**config.mk**
```make
export PLATFORM = sky130hd
export DESIGN_NAME = sodor_run_ctrl_flat
export DESIGN_NICKNAME = d
export VERILOG_FILES = /design/src/rtl/sodor_run_pkg.sv /design/src/rtl/sodor_run_ctrl_if.sv /design/src/rtl/sodor_reset_pulse.sv /design/src/rtl/sodor_run_ctrl.sv /design/src/flat_wrapper.sv
export SDC_FILE = /design/constraint.sdc
export NUM_CORES = 1
export LEC_CHECK = 0
export ABC_AREA = 1
export BUFFER_PORTS_ARGS = -buffer_cell sky130_fd_sc_hd__buf_2
export CAP_MARGIN = 25
export CORE_MARGIN = 2
export CORE_UTILIZATION = 47
export DETAILED_ROUTE_END_ITERATION = 10
export PLACE_DENSITY = 0.78
export SYNTH_ARGS = -nofsm -noshare
export SYNTH_HDL_FRONTEND = slang
export SYNTH_SLANG_ARGS = --single-unit
```
**constraint.sdc**
```tcl
create_clock -name clk -period 2.1 [get_ports clk]
set_clock_uncertainty 0.15 [all_clocks]
set_input_delay 0.63 -clock clk [delete_from_list [all_inputs] [get_ports clk]]
set_output_delay 0.63 -clock clk [all_outputs]
set_load 0.01 [all_outputs]
```
**src/rtl/sodor_run_pkg.sv**
```systemverilog
// Shared types and defaults for the Sodor multi-core run controller.
// Holds the run FSM encoding, default halt word and reset-hold length, and the hold-counter width helper.
package sodor_run_pkg;

  typedef enum logic [1:0] {
    IDLE  = 2'd0,
    RESET = 2'd1,
    RUN   = 2'd2,
    DONE  = 2'd3
  } run_state_e;

  localparam logic [31:0] SODOR_HALT_INSN  = 32'h8082;
  localparam int          SODOR_RESET_HOLD = 4;

  // Bits needed to hold the values 0..hold inclusive; never narrower than one bit.
  function automatic int hold_cnt_w(input int hold);
    return (hold < 1) ? 1 : $clog2(hold + 1);
  endfunction

endpackage

```
**src/rtl/sodor_run_ctrl_if.sv**
```systemverilog
// Fuzz-harness side of the run controller: run control, injection, fetch snoop and status.
// The master drives start/injection/fetch data; the slave (controller) returns per-core reset and run status.
interface sodor_run_ctrl_if #(
  parameter int NUM_CORES = 2,
  parameter int XLEN      = 32,
  parameter int CNT_W     = 32
);

  logic                      start;
  logic [NUM_CORES-1:0]      inject_req;
  logic [NUM_CORES*XLEN-1:0] imem_resp_data;
  logic [NUM_CORES-1:0]      core_reset;
  logic [NUM_CORES-1:0]      core_halted;
  logic                      running;
  logic                      done;
  logic                      timeout;
  logic [CNT_W-1:0]          cycle_count;

  modport master (
    output start,
    output inject_req,
    output imem_resp_data,
    input  core_reset,
    input  core_halted,
    input  running,
    input  done,
    input  timeout,
    input  cycle_count
  );

  modport slave (
    input  start,
    input  inject_req,
    input  imem_resp_data,
    output core_reset,
    output core_halted,
    output running,
    output done,
    output timeout,
    output cycle_count
  );

endinterface

```
**src/rtl/sodor_reset_pulse.sv**
```systemverilog
// Per-core reset pulse: a load starts a busy window of exactly RESET_HOLD cycles beginning at the next edge.
// Loads arriving while busy are dropped so a pulse is never stretched; no backpressure.
module sodor_reset_pulse
  import sodor_run_pkg::*;
#(
  parameter int RESET_HOLD = SODOR_RESET_HOLD
) (
  input  logic clk,
  input  logic rst_n,
  input  logic load,
  output logic busy
);

  localparam int            CW       = hold_cnt_w(RESET_HOLD);
  localparam logic [CW-1:0] LOAD_VAL = CW'(RESET_HOLD);

  logic [CW-1:0] cnt_q;
  logic [CW-1:0] cnt_d;

  always_comb begin
    cnt_d = cnt_q;
    if (cnt_q != '0) begin
      cnt_d = cnt_q - CW'(1);
    end else if (load) begin
      cnt_d = LOAD_VAL;
    end
  end

  always_ff @(posedge clk or negedge rst_n) begin
    if (!rst_n) begin
      cnt_q <= '0;
    end else begin
      cnt_q <= cnt_d;
    end
  end

  assign busy = (cnt_q != '0);

endmodule

```
**src/rtl/sodor_run_ctrl.sv**
```systemverilog
// Run controller for N Sodor cores: reset sequencing, reset injection, halt detection, cycle count and watchdog.
// Status is registered state (one-edge response); no backpressure. Optional SODOR_RUN_FINISH_EN: sim-only report + $finish.
module sodor_run_ctrl
  import sodor_run_pkg::*;
#(
  parameter int              NUM_CORES  = 2,
  parameter int              XLEN       = 32,
  parameter logic [XLEN-1:0] HALT_INSN  = XLEN'(SODOR_HALT_INSN),
  parameter int              RESET_HOLD = SODOR_RESET_HOLD,
  parameter int              TIMEOUT    = 100000,
  parameter int              CNT_W      = 32
) (
  input logic             clk,
  input logic             rst_n,
  sodor_run_ctrl_if.slave bus
);

  localparam int               RCW     = hold_cnt_w(RESET_HOLD);
  localparam logic [RCW-1:0]   RST_LD  = RCW'(RESET_HOLD - 1);
  localparam logic [CNT_W-1:0] CNT_MAX = '1;

  run_state_e           state_q, state_d;
  logic [RCW-1:0]       rst_cnt_q, rst_cnt_d;
  logic [NUM_CORES-1:0] halted_q, halted_d;
  logic                 timeout_q, timeout_d;
  logic [CNT_W-1:0]     cnt_q, cnt_d;

  logic [NUM_CORES-1:0] hold_busy;
  logic [NUM_CORES-1:0] hold_load;
  logic [NUM_CORES-1:0] halt_match;
  logic [NUM_CORES-1:0] core_reset_int;
  logic [CNT_W-1:0]     cnt_inc;
  logic                 wd_hit;
  logic                 in_run;

  assign in_run         = (state_q == RUN);
  assign core_reset_int = in_run ? (hold_busy | halted_q) : '1;

  // A core only counts as fetching while it is out of reset; a halt match outranks injection.
  for (genvar i = 0; i < NUM_CORES; i++) begin : g_core
    logic [XLEN-1:0] word;
    assign word = bus.imem_resp_data[i*XLEN +: XLEN];
`ifdef SODOR_RUN_FINISH_EN
    assign halt_match[i] = in_run && !core_reset_int[i] && (word === HALT_INSN);
`else
    assign halt_match[i] = in_run && !core_reset_int[i] && (word == HALT_INSN);
`endif
    assign hold_load[i]  = in_run && bus.inject_req[i] && !core_reset_int[i] && !halt_match[i];

    sodor_reset_pulse #(
      .RESET_HOLD (RESET_HOLD)
    ) u_pulse (
      .clk   (clk),
      .rst_n (rst_n),
      .load  (hold_load[i]),
      .busy  (hold_busy[i])
    );
  end

  assign cnt_inc = (cnt_q == CNT_MAX) ? cnt_q : cnt_q + CNT_W'(1);
  // Compare at 64 bits so a TIMEOUT beyond the counter range simply never fires.
  assign wd_hit  = (64'(cnt_inc) >= 64'(TIMEOUT));

  always_comb begin
    state_d   = state_q;
    rst_cnt_d = rst_cnt_q;
    halted_d  = halted_q;
    timeout_d = timeout_q;
    cnt_d     = cnt_q;
    case (state_q)
      IDLE, DONE: begin
        if (bus.start) begin
          state_d   = RESET;
          rst_cnt_d = RST_LD;
          halted_d  = '0;
          timeout_d = 1'b0;
          cnt_d     = '0;
        end
      end
      RESET: begin
        if (rst_cnt_q == '0) begin
          state_d = RUN;
        end else begin
          rst_cnt_d = rst_cnt_q - RCW'(1);
        end
      end
      RUN: begin
        cnt_d    = cnt_inc;
        halted_d = halted_q | halt_match;
        if (&halted_d) begin
          state_d = DONE;
        end else if (wd_hit) begin
          state_d   = DONE;
          timeout_d = 1'b1;
        end
      end
      default: begin
        state_d = IDLE;
      end
    endcase
  end

  always_ff @(posedge clk or negedge rst_n) begin
    if (!rst_n) begin
      state_q   <= IDLE;
      rst_cnt_q <= '0;
      halted_q  <= '0;
      timeout_q <= 1'b0;
      cnt_q     <= '0;
    end else begin
      state_q   <= state_d;
      rst_cnt_q <= rst_cnt_d;
      halted_q  <= halted_d;
      timeout_q <= timeout_d;
      cnt_q     <= cnt_d;
    end
  end

  assign bus.core_reset  = core_reset_int;
  assign bus.core_halted = halted_q;
  assign bus.running     = in_run;
  assign bus.done        = (state_q == DONE);
  assign bus.timeout     = timeout_q;
  assign bus.cycle_count = cnt_q;

`ifdef SODOR_RUN_FINISH_EN
  // Report on the edge that closes the first DONE cycle, then end the simulation.
  always @(posedge clk) begin
    if (rst_n && state_q == DONE) begin
      $display("sodor_run_ctrl: cycle_count=%0d core_halted=%b timeout=%b", cnt_q, halted_q, timeout_q);
      $finish;
    end
  end
`endif

endmodule
```
**src/flat_wrapper.sv**
```systemverilog
// flat-port wrapper written by rule: the top's interface ports become plain ports
module sodor_run_ctrl_flat import sodor_run_pkg::*;
#(
  parameter int              NUM_CORES  = 2,
  parameter int              XLEN       = 32,
  parameter logic [XLEN-1:0] HALT_INSN  = XLEN'(SODOR_HALT_INSN),
  parameter int              RESET_HOLD = SODOR_RESET_HOLD,
  parameter int              TIMEOUT    = 100000,
  parameter int              CNT_W      = 32
)
  (clk, rst_n, bus_start, bus_inject_req, bus_imem_resp_data, bus_core_reset, bus_core_halted, bus_running, bus_done, bus_timeout, bus_cycle_count);
  sodor_run_ctrl_if #(.NUM_CORES(NUM_CORES), .XLEN(XLEN), .CNT_W(CNT_W)) bus_i ();
  input logic clk;
  input logic rst_n;
  input wire logic [$bits(bus_i.start)-1:0] bus_start;
  input wire logic [$bits(bus_i.inject_req)-1:0] bus_inject_req;
  input wire logic [$bits(bus_i.imem_resp_data)-1:0] bus_imem_resp_data;
  output wire logic [$bits(bus_i.core_reset)-1:0] bus_core_reset;
  output wire logic [$bits(bus_i.core_halted)-1:0] bus_core_halted;
  output wire logic [$bits(bus_i.running)-1:0] bus_running;
  output wire logic [$bits(bus_i.done)-1:0] bus_done;
  output wire logic [$bits(bus_i.timeout)-1:0] bus_timeout;
  output wire logic [$bits(bus_i.cycle_count)-1:0] bus_cycle_count;
  assign bus_i.start = bus_start;
  assign bus_i.inject_req = bus_inject_req;
  assign bus_i.imem_resp_data = bus_imem_resp_data;
  assign bus_core_reset = bus_i.core_reset;
  assign bus_core_halted = bus_i.core_halted;
  assign bus_running = bus_i.running;
  assign bus_done = bus_i.done;
  assign bus_timeout = bus_i.timeout;
  assign bus_cycle_count = bus_i.cycle_count;
  sodor_run_ctrl #(.NUM_CORES(NUM_CORES), .XLEN(XLEN), .HALT_INSN(HALT_INSN), .RESET_HOLD(RESET_HOLD), .TIMEOUT(TIMEOUT), .CNT_W(CNT_W)) u_core (.clk(clk), .rst_n(rst_n), .bus(bus_i));
endmodule
```
Yosys cells after proc, flatten, opt, wreduce, memory -nomap -nowiden --
Index checks and enable logic that the tools add are counted.
Storage, ports and cells: bits in registers 46, bits of input ports 69, output and inout port bits 39, logic and storage cells 76
Cells by class: $add $sub $neg 4, order comparisons 1, equal/unequal tests 12, muxes and demuxes 22, bitwise operators 2, reduce and logical (&&, ||, !) cells 28
Operators with widths (count):
- $eq A32 B16 Y1 const B | 2
- $mux W32 | 2
- $pmux W32 S2 | 1
- $add A32 B1 Y32 const B | 1
- $eq A32 B32 Y1 const B | 1
- $ge A32 B17 Y1 const B | 1
- $mux W3 | 6
- $mux W2 | 6
- $logic_and A1 B1 Y1 | 10
- $sub A3 B1 Y3 const B | 3
- $reduce_bool A2 Y1 | 4
- $ne A2 B2 Y1 const B | 3
- $pmux W2 S3 | 1
- $pmux W3 S2 | 1
- $reduce_and A3 Y1 | 2
- $reduce_bool A3 Y1 | 2
- $eq A2 B2 Y1 const B | 2
- $logic_not A1 Y1 | 4
- $ne A2 B1 Y1 const B | 2
- $or A2 B2 Y2 | 2
- $pmux W2 S2 | 1
- $reduce_and A2 Y1 | 2
- $reduce_and A4 Y1 | 1
- $logic_not A3 Y1 | 1
- 6 further kinds | 8

Longest topological paths before layout --
Gate-level depths: netlist of run 1.
word-level depth 10, mapped depth 16, depth with buffers taken out 16

Modules after synthesis --
From an unflattened synthesis of run 1, not the netlist that was laid out.
Second synthesis, totals: cell total of the unflattened synthesis 530, area total of the unflattened synthesis 3414.5 µm²
Modules (own cells, without submodules):
- sodor_run_ctrl | instances 1, cells an instance 492, area each 3099.2 µm², sequential area each 1001.0 µm²
- sodor_reset_pulse | instances 2, cells an instance 19, area each 157.7 µm², sequential area each 75.1 µm²

Least setup slack after synthesis of run 1 --
OpenSTA, ideal clock, no wires.
path type register -> register, from register u_core.cnt_q[1] (netlist: u_core.bus.cycle_count[1]), to register u_core.state_q[0], setup time 0.117 ns, data arrival time 1.960 ns, data required time 1.833 ns, slack -0.127 ns, cell stages (with the launch flop) 16, buffers on the path 1, clock period less this slack 2.227 ns, path through dfrtp_1 ha_1 inv_2 nor2_4 nand2_4 nor2_4 nand2_4 buf_4 nand2_1 nand3_1 nand3_1 nand2_1 nand4_2 nand2_1 nand2_1 nand2_1
Between the ends: longest elaborated chain between the ends 5, elaborated cells between the ends (all ways) 6, classes of those cells 1 x add/sub; 1 x order compare; 2 x eq/ne; 1 x mux; 1 x reduce/logical
Ends and longest elaborated chain:
- from (decl) | RTL line sodor_run_ctrl.sv:26 | logic [CNT_W-1:0] cnt_q, cnt_d;
- from (signal assigned) | RTL line sodor_run_ctrl.sv:115 | cnt_q <= cnt_d;
- $add A32 B1 Y32 or $eq A32 B32 Y1 (tied branches) | RTL line sodor_run_ctrl.sv:60 | assign cnt_inc = (cnt_q == CNT_MAX) ? cnt_q : cnt_q + CNT_W'(1);
- $mux W32 (*) | RTL line sodor_run_ctrl.sv:60
- $ge A32 B17 Y1 (*) | RTL line sodor_run_ctrl.sv:62 | assign wd_hit = (64'(cnt_inc) >= 64'(TIMEOUT));
- $ne A3 B2 Y1 (no source line) (*)
- $reduce_and A3 Y1 (no source line) (*)
- to (signal assigned) | RTL line sodor_run_ctrl.sv:111 | state_q <= state_d;
- to (decl) | RTL line sodor_run_ctrl.sv:22 | run_state_e state_q, state_d;
Mark *: on every way between the ends. The rest lies on a longest branch, timed or not. A chain may end at the register's enable or synchronous reset.

Worst setup path after layout of run 1 --
from register u_core.cnt_q[1] (netlist: u_core.bus.cycle_count[1]), to register u_core.state_q[1]
Same word-level chain as after synthesis.

==> results.md, run 1 <==
- Die area: 7840 sq um
- Number of enable-type register cells in the synthesized netlist: 0
- Most common library cell in the layout ignoring fill and taps: nand2_1
- Total track usage: 0.324
- FF-to-FF path depth: 17
- Reg-to-reg setup timing slack: -0.28 ns
- Share of synthesized area occupied by flip-flops and latches: 0.343
- Via count: 4641
- Proportion of layout cells with a drive suffix above 1: 0.432
- Mapped cell area: 3360 sq um
- Final Slew Violations: 0
- Detailed-route DRC error count: 0
- Top library cells by usage in the layout, fill and taps aside: nand2_1 (149), buf_4 (127), buf_2 (105), inv_1 (60), nor2_1 (45)
- Most used cell along the critical path: nand2_1
- Fraction of the mapped netlist area in simple logic gates: 0.411
- Pin count of the biggest net entering global routing: 27
- Number of cells in the finished layout apart from fillers: 852
- Cell Pwr Density: 679 nW/um^2
- Final Cycle Share: 1.13
- Reported max-cap violation count: 0
- Max Clock Freq: 421 MHz
- Share of cell area taken by muxes after synthesis: 0.00298
- Combinational family with the most area after synthesis: simple AND/OR/NAND/NOR gates
- Wire length per cell: 15.8 microns
- Most common flop cell mapped by yosys: dfrtp_1
- PnR worst setup slack: -0.278 ns
- RSZ-0062 raised after global routing: yes
- Cell at the root of the clock tree: clkbuf_8
- Synth Warn #: 0
- Area occupied by multi-input gates: 2110 sq um
- TritonCTS clock tree: yes
- Std cell rows: 30
- CP Data Arrival Time: 2.47 ns
- Biggest cell delay along the critical path: 0.44 ns
- Die X-Extent: 88.5 microns
- Crit Path Max Fanout: 9
- Slew @ Worst Pin: 0.554 ns
- Vias in the first global route: 4346
- FF-to-FF Start: u_core.bus.cycle_count[1]
- Final total negative setup slack: -1.29 ns
- Violated checks: setup timing
- Flip-flop and latch count after synthesis: 46
- Largest vdd supply drop: 0.000640 V
- Crit path capture type: register
- Endpoint of the most critical register-to-register path: u_core.state_q[1]
- Share of async-settable or async-resettable flops after synthesis: 1.00
- Half-perimeter wire length of the detailed placement result: 9.49 mm
- Cell at the slowest stage of the critical path: dfrtp_2
- Antenna violations before repair: 1
- Final WL: 13.5 mm
- Initial core utilization: 0.489
- Number of nets with antenna violations after detailed routing: 0
- Cell count after placement: 810
- Leakage dissipation: 2.72 nW
- Critical path launch point type: register
- Share of the synthesized netlist area taken by xor and xnor gates: 0.0235
- Kind of critical path: reg -> reg
- Net count of the mapped netlist: 591
- Number of DRC violations after detailed-routing iteration 0: 549
- List of cells traversed by the critical path: ha_4 > inv_4 > nor2_4 > nand2_4 > nor2_4 > nand2_8 > buf_8 > clkinvlp_4 > nor2_4 > nand2_1 > nor2_1 > nand3_1 > nor2_2 > nand4_2 > nand2_1 > nand2_1 > nand2_1
- Total global routing overflow: 0
- Synthesized area per cell: 6.55 sq um
- Max Buffers Root-to-Sink: 2
- Last weighted congestion value of the routability-driven placer: 0.978
- Number of buffers created by CTS: 5
- Buf/Inv on CP: 3
- Total of buffers placed on input and output ports: 107
- Critical Path RT: 2.20 ns
- Final period demand of the worst path: 2.38 ns
- H-tree Lvls: 2
- Clock latency at the later pin of the worst-skew pair: 0.31 ns
- Via density per instance: 5.45
- Run status: complete, but fails checks
- Vertical die dimension: 88.5 microns
- Wire length of the first global-routing pass: 19.6 mm
- Post-synthesis compound-gate area fraction: 0.0980
- Filler Cell Count: 498
- Max-slew headroom: 0.631
- CTS sink count: 46
- Post-Synth Adder-Cell Area: 0.0335
- Hold Vio Cnt, Final: 0
- Post-synthesis cell type count: 36
- HP Class: in -> async
- Length of the first detailed-routing pass in iterations: 6
- Sequential cell area: 1160 sq um
- Net count of the finished layout: 832
- Core outline area: 6870 sq um
- Clock transition at the register clock pins on the worst setup and hold paths after CTS: 0.09 ns
- Stages on worst setup path: 17
- Area growth, synth to finish: 60.3%
- Top cell family by delay on the critical path: simple AND/OR/NAND/NOR gates
- Number of endpoints failing setup at the final stage: 10
- I/O pin count: 108
- Cell count after synthesis: 513
==> worst max-delay path by stage <==
stage,endpoint,startpoint
finish,u_core.state_q[1],u_core.bus.cycle_count[1]
floorplan,u_core.state_q[0],u_core.bus.cycle_count[1]
detailed placement,u_core.state_q[1],u_core.bus.cycle_count[18]
global route,u_core.state_q[1],u_core.bus.cycle_count[1]
global placement,u_core.state_q[0],u_core.bus.cycle_count[17]
CTS,bus_core_reset[1],u_core.g_core[1].u_pulse.cnt_q[0]
==> per-stage QoR <==
stage          setup slack, ns  hold WS, ns  total power [W]  area, sq um  utilization
2_1_floorplan           0.0122        0.184          0.00201         3370            -
3_3_place_gp            -0.201        0.325          0.00260         4760        0.693
3_5_place_dp            -0.211        0.334          0.00266         4760        0.693
4_1_cts                 -0.206        0.164          0.00335         5120        0.745
5_1_grt                 -0.396        0.167          0.00387         5380        0.784
6_report                -0.278        0.151          0.00365         5380        0.784
==> flip-flops by register name (all words and copies together) (netlist names) <==
| signal | flops |
|---|---|
| u_core.bus.core_halted | 2 |
| u_core.rst_cnt_q | 3 |
| u_core.bus.cycle_count | 32 |
| u_core.bus.timeout | 1 |
| u_core.g_core.u_pulse.cnt_q | 6 |
| u_core.state_q | 2 |
==> synthesized netlist by cell type, drive strengths merged (2+ instances only) <==
library cell | instances | area [sq um]
nor4 | 11 | 68.8
nor2 | 80 | 340
nor3 | 9 | 50.1
nand4 | 10 | 68.8
nand3 | 37 | 185
ha | 9 | 113
a21oi | 11 | 55.1
o22ai | 7 | 43.8
dfrtp | 46 | 1150
nand2 | 165 | 642
nand3b | 2 | 15.0
inv | 68 | 255
o21ai | 31 | 155
xor2 | 9 | 78.8
buf | 2 | 18.8
clkbuf | 5 | 20.0
a32o | 2 | 20.0
==> logic make-up (layout without fill, tap and decap cells) <==
logic type	after synthesis	after routing
multiplexers	1	1
AO/OA/AOI/OAI	57	57
flip-flops	46	46
buffers and inverters	76	318
other	0	1
adder cells (fa/ha/maj)	9	9
AND/OR/NAND/NOR	315	315
XOR/XNOR	9	9
==> power breakdown <==
| group | switching, W | internal (W) | total (W) | leakage (nW) |
|---|---|---|---|---|
| clock network | 0.000329 | 0.000267 | 0.000596 | 0.0482 |
| logic | 0.00109 | 0.000801 | 0.00189 | 2.07 |
| registers | 0.000124 | 0.00104 | 0.00117 | 0.605 |
| total | 0.00154 | 0.00211 | 0.00365 | 2.72 |
==> worst reg2reg max path, delay by kind of cell (launching register included) <==
| kind | cells | cell delay [ns] |
|---|---|---|
| buf+inv | 3 | 0.36 |
| fa+ha+maj | 1 | 0.18 |
| flops | 1 | 0.44 |
| simple gates | 13 | 1.18 |
==> layer usage <==
metal | vias up | share of wire | GRT usage
met5 | - | 0 | 0
met4 | 0 | 0.046 | 0.136
met3 | 73 | 0.097 | 0.0476
met2 | 323 | 0.49 | 0.583
met1 | 2104 | 0.36 | 0.384
li1 | 2141 | - | -
==> cell type report <==
| class | instances | share of cell area |
|---|---|---|
| inverter | 69 | 0.0504 |
| tap | 96 | 0.0223 |
| timing repair buffer | 241 | 0.302 |
| antenna | 1 | 0.000465 |
| clock buffer | 7 | 0.0160 |
| clock inverter | 1 | 0.000930 |
| sequential | 46 | 0.215 |
| multi-input combinational | 391 | 0.393 |
==> what timing repair did <==
action | in CTS | in global routing
hold buffers | 0 | 0
setup buffers | 17 | 15
pin swaps | 16 | 13
cloned | 0 | 1
resized for setup | 43 | 43
setup endpoints to repair | 16 | 42
No activity file was read; power rests on OpenSTA's default activity.
==> run 2, diff against run 1 <==
--- a/config.mk
+++ b/config.mk
@@ -12,6 +12,7 @@
 export CORE_UTILIZATION = 47
 export DETAILED_ROUTE_END_ITERATION = 10
 export PLACE_DENSITY = 0.78
+export RECOVER_POWER = 50
 export SYNTH_ARGS = -nofsm -noshare
 export SYNTH_HDL_FRONTEND = slang
 export SYNTH_SLANG_ARGS = --single-unit
==> run 2 against run 1 <==
Against the previous run:
- the flow still finishes with violations (setup timing)
- sequential power hardly changed
- critical path type is now reg -> out
- via count is 0.52% lower
- largest power group unchanged
- cell count stayed put
==> results.md, run 2 (synthesized netlist as in run 1, its figures left out) <==
- Final total negative setup slack: -1.31 ns (was -1.29 ns)
- HP Class: reg -> reg (was in -> async)
- Clock transition at the register clock pins on the worst setup and hold paths after CTS: 0.10 ns (was 0.09 ns)
- Most common library cell in the layout ignoring fill and taps: nand2_1 (unchanged)
- Total of buffers placed on input and output ports: 107 (unchanged)
- Clock latency at the later pin of the worst-skew pair: 0.31 ns (about the same)
- Number of DRC violations after detailed-routing iteration 0: 565 (was 549)
- Last weighted congestion value of the routability-driven placer: 0.978 (unchanged)
- Count of hold buffers inserted by post-cts repair: 0 (unchanged)
- Final Slew Violations: 0 (unchanged)
- Worst setup timing slack at the placement stage: -0.211 ns (unchanged)
- CP Data Arrival Time: 1.59 ns (was 2.47 ns)
- Internal portion of total power: 0.00210 W (was 0.00211 W)
- TritonCTS clock tree: yes (unchanged)
- Slew @ Worst Pin: 1.23 ns (was 0.554 ns)
- Number of nets with antenna violations after detailed routing: 0 (unchanged)
- Max reg flops: 32 (unchanged)
- Wire length of the first global-routing pass: 19.6 mm (unchanged)
- PnR worst setup slack: -0.266 ns (was -0.278 ns)
- Max Buffers Root-to-Sink: 2 (unchanged)
- Final Cycle Share: 1.13 (about the same)
- Total track usage: 0.324 (unchanged)
- Vias in the first global route: 4346 (unchanged)
- Top library cells by usage in the layout, fill and taps aside: nand2_1 (149), buf_4 (127), buf_2 (102), inv_1 (60), nor2_1 (45) (was nand2_1 (149), buf_4 (127), buf_2 (105), inv_1 (60), nor2_1 (45))
- Crit Path Max Fanout: 4 (was 9)
- Die X-Extent: 88.5 microns (unchanged)
- Initial core utilization: 0.489 (unchanged)
- Violated checks: setup timing (unchanged)
- Net count of the finished layout: 832 (unchanged)
- Reported max-cap violation count: 0 (unchanged)
- Number of buffers created by CTS: 5 (unchanged)
- Die area: 7840 sq um (unchanged)
- Net switching power: 0.00155 W (was 0.00154 W)
- Pin count of the biggest net entering global routing: 27 (unchanged)
- Area growth, synth to finish: 59.8% (was 60.3%)
- Switching part of the total power: 0.425 (was 0.423)
- Final WL: 13.4 mm (was 13.5 mm)
- Run status: complete, but fails checks (unchanged)
- Crit path capture type: output pin (was register)
- Max Clock Freq: 423 MHz (was 421 MHz)
- Max-slew headroom: 0.178 (was 0.631)
- Std cell rows: 30 (unchanged)
- Number of endpoints failing setup at the final stage: 10 (unchanged)
- Wire length per cell: 15.8 microns (about the same)
- Leakage dissipation: 2.71 nW (was 2.72 nW)
- Length of the first detailed-routing pass in iterations: 5 (was 6)
- Core outline area: 6870 sq um (unchanged)
- Proportion of layout cells with a drive suffix above 1: 0.428 (was 0.432)
- Critical Path RT: 1.32 ns (was 2.20 ns)
- CTS sink count: 46 (unchanged)
- Area occupied by multi-input gates: 2110 sq um (unchanged)
- Antenna violations before repair: 1 (unchanged)
- Kind of critical path: reg -> out (was reg -> reg)
- I/O pin count: 108 (unchanged)
- Filler Cell Count: 501 (was 498)
- Final period demand of the worst path: 2.37 ns (was 2.38 ns)
- RSZ-0062 raised after global routing: yes (unchanged)
- Part of the power in combinational logic: 0.517 (was 0.518)
- Sequential cell area: 1160 sq um (unchanged)
- Cell Pwr Density: 682 nW/um^2 (was 679 nW/um^2)
- Sequential group share of total power: 0.319 (about the same)
- Cell at the root of the clock tree: clkbuf_8 (unchanged)
- Half-perimeter wire length of the detailed placement result: 9.49 mm (unchanged)
- Largest vdd supply drop: 0.000643 V (was 0.000640 V)
- Total global routing overflow: 0 (unchanged)
- Critical path launch point type: register (unchanged)
- Post-route total power: 0.00366 W (was 0.00365 W)
- Hold Vio Cnt, Final: 0 (unchanged)
- Detailed-route DRC error count: 0 (unchanged)
- H-tree Lvls: 2 (unchanged)
- Vertical die dimension: 88.5 microns (unchanged)
- Clock group share of total power: 0.164 (was 0.163)
- Via density per instance: 5.42 (was 5.45)
- Via count: 4617 (was 4641)
[run 2: metrics by stage]
step | cells | utilization | hold WS [ns] | instance area, sq um
finish | 852 | 0.781 | 0.370 | 5370
global route | 852 | 0.781 | 0.385 | 5370
CTS | 835 | 0.745 | 0.164 | 5120
detailed placement | 810 | 0.693 | 0.334 | 4760
global placement | 810 | 0.693 | 0.325 | 4760
floorplan | 513 | - | 0.184 | 3370
[run 2: power by group through the flow]
| stage | Clock (W) | Combinational (W) | Sequential, W |
|---|---|---|---|
| 6_report | 0.000601 | 0.00189 | 0.00117 |
| 5_1_grt | 0.000624 | 0.00206 | 0.00118 |
| 4_1_cts | 0.000586 | 0.00161 | 0.00115 |
| 3_5_place_dp | 0 | 0.00150 | 0.00116 |
| 3_3_place_gp | 0 | 0.00145 | 0.00116 |
| 2_1_floorplan | 0 | 0.000830 | 0.00118 |
[run 2: worst max-delay path, stage by stage, from the launching register on]
cell     delay [ns]
dfrtp_1        0.42
inv_1          0.08
ha_2           0.22
inv_4          0.08
nor3_4         0.19
buf_4          0.15
inv_2          0.03
buf_6          0.10
[run 2: metal layers]
| metal | wire, microns | global-route usage | part of all wire |
|---|---|---|---|
| met1 | 4930 | 0.384 | 0.37 |
| met2 | 6660 | 0.583 | 0.50 |
| met3 | 1260 | 0.0476 | 0.094 |
| met4 | 591 | 0.136 | 0.044 |
| met5 | 0 | 0 | 0 |
[run 2: final timing paths]
| check | cells after the start | from | to | slack [ns] |
|---|---|---|---|---|
| min reg2reg | 1 | u_core.rst_cnt_q[0] | u_core.rst_cnt_q[0] | 0.37 |
| max reg2reg | 17 | u_core.bus.cycle_count[1] | u_core.state_q[1] | -0.27 |
| max in group asynchronous | 2 | rst_n | u_core.bus.cycle_count[21] | 0.26 |
| max | 7 | u_core.state_q[0] | bus_core_reset[1] | -0.27 |
| min | 1 | u_core.rst_cnt_q[0] | u_core.rst_cnt_q[0] | 0.37 |
| min in group asynchronous | 1 | rst_n | u_core.bus.cycle_count[19] | 0.41 |
[run 2: area by class of cell]
class,instances,share of cell area
repair buffers,241,0.300
multi-input cells,391,0.394
well taps,96,0.0224
flip-flops and latches,46,0.216
clock inverters,1,0.000933
inverters,69,0.0506
clock buffers,7,0.0161
diodes,1,0.000466
[run 2: repair_timing]
item,in CTS,in global routing
setup buffers,17,15
gates cloned,0,1
pin swaps,16,13
endpoints found under the setup margin,16,42
resized for setup,43,43
